$ cat src/rtl/phy_pkg.sv
// phy_pkg: constants and receive-FSM state encoding shared by the PHY lane
// serializer and deserializer.
package phy_pkg;
   localparam logic [7:0] COM_BYTE = 8'hBC;
   localparam int unsigned COM_LOCK_DEFAULT = 4;
   typedef enum logic [1:0] {
      SEARCH   = 2'd0,
      ALIGNING = 2'd1,
      LOCKED   = 2'd2
   } rx_state_e;
endpackage

$ cat src/rtl/serial_paralelo.sv
// serial_paralelo: MSB-first deserializer that aligns on the COM symbol, locks
// after COM_LOCK consecutive COMs and presents each non-COM byte for one byte period.
module serial_paralelo #(
   parameter logic [7:0] COM_BYTE = phy_pkg::COM_BYTE,
   parameter int unsigned COM_LOCK = phy_pkg::COM_LOCK_DEFAULT
) (
   input  logic       clk_32f,
   input  logic       reset,
   input  logic       data_in,
   output logic [7:0] data_out,
   output logic       valid_out,
   output logic       active,
   output logic       byte_strobe
);
   logic [7:0] sr_q, sr_d, data_q, data_d, incoming;
   logic [2:0] bit_q, bit_d;
   logic [3:0] com_q, com_d, com_inc;
   logic valid_q, valid_d, active_q, active_d, strobe_q, strobe_d, is_com, boundary;
   phy_pkg::rx_state_e state_q, state_d;
   assign incoming = {sr_q[6:0], data_in};
   assign is_com = incoming == COM_BYTE;
   assign boundary = bit_q == 3'd7;
   assign com_inc = com_q + 4'd1;
   assign data_out = data_q;
   assign valid_out = valid_q;
   assign active = active_q;
   assign byte_strobe = strobe_q;
   always_ff @(posedge clk_32f)
      if (reset) begin
         sr_q <= '0;
         bit_q <= '0;
         com_q <= '0;
         data_q <= '0;
         valid_q <= 1'b0;
         active_q <= 1'b0;
         strobe_q <= 1'b0;
         state_q <= phy_pkg::SEARCH;
      end else begin
         sr_q <= sr_d;
         bit_q <= bit_d;
         com_q <= com_d;
         data_q <= data_d;
         valid_q <= valid_d;
         active_q <= active_d;
         strobe_q <= strobe_d;
         state_q <= state_d;
      end
   // SEARCH compares every bit position; once a COM is found bit_q counts byte phase.
   always_comb begin
      sr_d = incoming;
      bit_d = bit_q + 3'd1;
      com_d = com_q;
      data_d = data_q;
      valid_d = valid_q;
      active_d = active_q;
      strobe_d = 1'b0;
      state_d = state_q;
      case (state_q)
         phy_pkg::SEARCH:
            if (is_com) begin
               bit_d = '0;
               com_d = 4'd1;
               state_d = (COM_LOCK == 1) ? phy_pkg::LOCKED : phy_pkg::ALIGNING;
               active_d = COM_LOCK == 1;
            end
         phy_pkg::ALIGNING:
            if (boundary) begin
               strobe_d = 1'b1;
               if (is_com) begin
                  com_d = com_inc;
                  if (com_inc == 4'(COM_LOCK)) begin
                     state_d = phy_pkg::LOCKED;
                     active_d = 1'b1;
                  end
               end else begin
                  com_d = '0;
                  state_d = phy_pkg::SEARCH;
               end
            end
         phy_pkg::LOCKED:
            if (boundary) begin
               strobe_d = 1'b1;
               valid_d = !is_com;
               data_d = is_com ? data_q : incoming;
            end
         default: state_d = phy_pkg::SEARCH;
      endcase
   end
endmodule

$ cat config.mk
export PLATFORM = sky130hd
export DESIGN_NAME = serial_paralelo
export DESIGN_NICKNAME = d
export VERILOG_FILES = /design/src/rtl/phy_pkg.sv /design/src/rtl/serial_paralelo.sv
export SDC_FILE = /design/constraint.sdc
export NUM_CORES = 1
export LEC_CHECK = 0
export CORE_ASPECT_RATIO = 1.2
export CORE_MARGIN = 10
export CORE_UTILIZATION = 35
export DETAILED_ROUTE_END_ITERATION = 8
export MAX_ROUTING_LAYER = met4
export PLACE_DENSITY = 0.51
export RECOVER_POWER = 100
export SLEW_MARGIN = 20
export SYNTH_ARGS = -nofsm -noshare
export SYNTH_HDL_FRONTEND = slang
export SYNTH_SLANG_ARGS = --single-unit
$ cat constraint.sdc
create_clock -name clk_32f -period 4.4 [get_ports clk_32f]
set_input_delay 0.88 -clock clk_32f [delete_from_list [all_inputs] [get_ports clk_32f]]
set_output_delay 0.88 -clock clk_32f [all_outputs]
set_load 0.005 [all_outputs]
==> metrics <==
status complete, no violations; Die Span X 74.2 um; core area 3370 sq um; r2r endpoint data_out[2]$_SDFFE_PP0P_; period utilization 61.7%; root buf cell clkbuf_8; Worst Reg-to-Reg Cells 6; crit end category flip-flop; Mapped Area 1230 sq um; H-tree levels 1; Worst-Margin Slew 1.01 ns; pre-CTS setup slack 1.74 ns; clk_skew 0.00498 ns; Synth warnings 0; post-detail-place hpwl 1880 um; Ports 14; reg-to-reg slack, setup 2.13 ns; clk_lat worst skew 0.27 ns; CP cell instances dlygate4sd3_1 -> and4bb_1 -> a21oi_1 -> mux2i_1 -> nor2_1; # diodes 0; crit path launch data_in; DRT antenna net count 0; largest net degree at the start of global routing 27; maximum vdd drop 0.135 mV; Crit Path Max Fanout 9; drt wl/cell 14.7 um; clock slew at reported path FFs 0.09 ns; hold path start bit_q[0]$_SDFF_PP0_; Simple-Gate Fraction of Synth Area 25.4%; Synth Area in XOR/XNOR 0%; compound-gate portion of the synthesized area 12.4%; RSZ-0062 raised after global routing no; Setup CP Type primary input to flip-flop; Worst Hold Class flip-flop to flip-flop; TritonCTS Sinks 27; Fillers 326; Die H 85.0 um; worst r2r src bit_q[0]$_SDFF_PP0_; total CTS buffers 3; post_cts resized 0; DRT Wirelength 2490 um; syn avg cell area 10.4 sq um; first-pass GRT wire length 4370 um; clock share of power 35.2%; #FFs+latches synth 27; fraction of synthesized area in multiplexers 7.31%; max-slew violations 0; Yosys cell types 33; pwr dens 284 nW/um^2; # DRC 0; switch share 21.0%; Max Fclk 368 MHz; leakage 0.546 nW; clk buf depth 2; adder-cell share of the synthesized area 7.11%; Worst Path Required 4.53 ns; most common cell after layout, fill and taps aside dfxtp_1; Sequential Power Share 62.3%; CP arrival 2.85 ns; post-route setup TNS 0 ns; CTS tree built; GRT Total Usage 8.85%; commonest non-fill, non-tap cells in the layout dfxtp_1, nor2_1, dlygate4sd3_1; hold depth 1; Comb power frac 2.6%; DR vias 923; Slew HR 33.0%; post-layout util 42.0%; 1st-iter DRT viols 17; largest family of logic cells by synthesized area simple AND/OR/NAND/NOR gates; Syn-to-layout area delta 14.8%; Final nets 143; CP max stage cell a21oi_1; placed cell area 1380 sq um; initial antenna violation count 0; post-synthesis sequential area ratio 43.9%; cell area after layout 1420 sq um; DR vias/cell 5.46; Max Cap Violations 0; Post-Synthesis Cells 119; Detailed Routing Iterations Pass 1 4; Async SR Flop Fraction 0%; final hold viol count 0; Mapped Nets 129; number of global-route vias before repair 910; startpoint types primary input; Final setup viols 0; post-layout min period 2.71 ns; layout cells sized above 1 9.09%; Crit path largest cell delay 0.81 ns; Cell Rows 23; Post-synth EDFFs 0; IO Port Bufs 13; Cell Int Power 0.317 mW; Initial Utilization 36.6%; area of the die 6300 sq um; switching power 0.0842 mW; # Post-CTS Setup Buffers 0; setup ws final 1.69 ns; CTS hold repair buffers 0; ys flop type dfxtp_1; gr ovfl total 0; GP Congestion 0.731; Hold Path End bit_q[0]$_SDFF_PP0_
## layer usage
layer,up-vias,GRT usage [%],part of all wire [%]
li1,454,-,-
met1,446,10.1,43
met2,19,14.2,51
met3,4,2.21,4.2
met4,0,3.57,1.1
met5,-,-,0
## worst max-delay path: cells and delay by family
kind / cells / cell delay, ns
AND/OR/NAND/NOR: 2 / 0.30
buffers and inverters: 1 / 0.57
multiplexers: 1 / 0.28
AO/OA/AOI/OAI: 1 / 0.81
## worst max-delay path by stage
stage	to	slack (ns)	cells past startpoint
6_report	data_out[2]$_SDFFE_PP0P_	1.69	5
3_5_place_dp	data_out[2]$_SDFFE_PP0P_	1.74	5
5_1_grt	data_out[7]$_SDFFE_PP0P_	1.49	5
3_3_place_gp	data_out[1]$_SDFFE_PP0P_	1.79	5
2_1_floorplan	com_q[2]$_SDFFE_PP0P_	2.57	4
4_1_cts	data_out[2]$_SDFFE_PP0P_	2.04	5
## logic make-up (layout without fill, tap and decap cells)
kind of cell	Yosys count	after routing
flops	27	27
simple gates	49	49
compound gates	18	18
mux	9	9
buf+inv	9	22
fa+ha+maj	7	7
## Yosys cell counts, types with 2 or more instances
cell type	count	share of area, %
dfxtp_1	27	44
nor2_1	13	4.0
mux2i_1	9	7.3
nor2b_1	8	4.1
ha_1	7	7.1
inv_1	5	1.5
a21oi_1	4	1.6
nand3_1	4	1.6
a31oi_1	3	1.5
nor3_1	3	1.2
nor4_1	3	1.5
or2b_2	3	2.1
a21boi_2	2	1.8
and2_1	2	1.0
and3b_1	2	1.4
buf_6	2	1.8
clkbuf_1	2	0.61
nand4_1	2	1.0
nand4bb_1	2	1.8
o21ai_1	2	0.81
o31ai_1	2	1.2
## cell type report
| cell class | instances | area [sq um] | share of cell area (%) |
|---|---|---|---|
| multi-input combinational | 83 | 634 | 44.8 |
| inverter | 5 | 18.8 | 1.33 |
| timing repair buffer | 13 | 130 | 9.20 |
| tap | 37 | 46.3 | 3.27 |
| sequential | 27 | 541 | 38.2 |
| clock buffer | 4 | 45.0 | 3.18 |
## sequential cells by signal, summed over array words and instances, names as in the netlist
signal       count
active           1
bit_q            3
byte_strobe      1
com_q            4
data_out         8
sr_q             7
state_q          2
valid_out        1
## per-stage QoR
step	hold WS, ns	cells	power, mW
floorplan	0.398	119	0.262
global route	0.453	169	0.421
CTS	0.436	169	0.410
detailed placement	0.422	165	0.267
finish	0.428	169	0.402
global placement	0.412	165	0.267
## power groups by stage
stage	clock (mW)	combinational, mW	sequential (mW)
final	0.141	0.0103	0.250
after global routing	0.158	0.0118	0.251
after CTS	0.148	0.0111	0.250
after detailed placement	0	0.0111	0.256
after global placement	0	0.0108	0.256
after floorplan	0	0.00718	0.255
No activity file was read; power rests on OpenSTA's default activity.
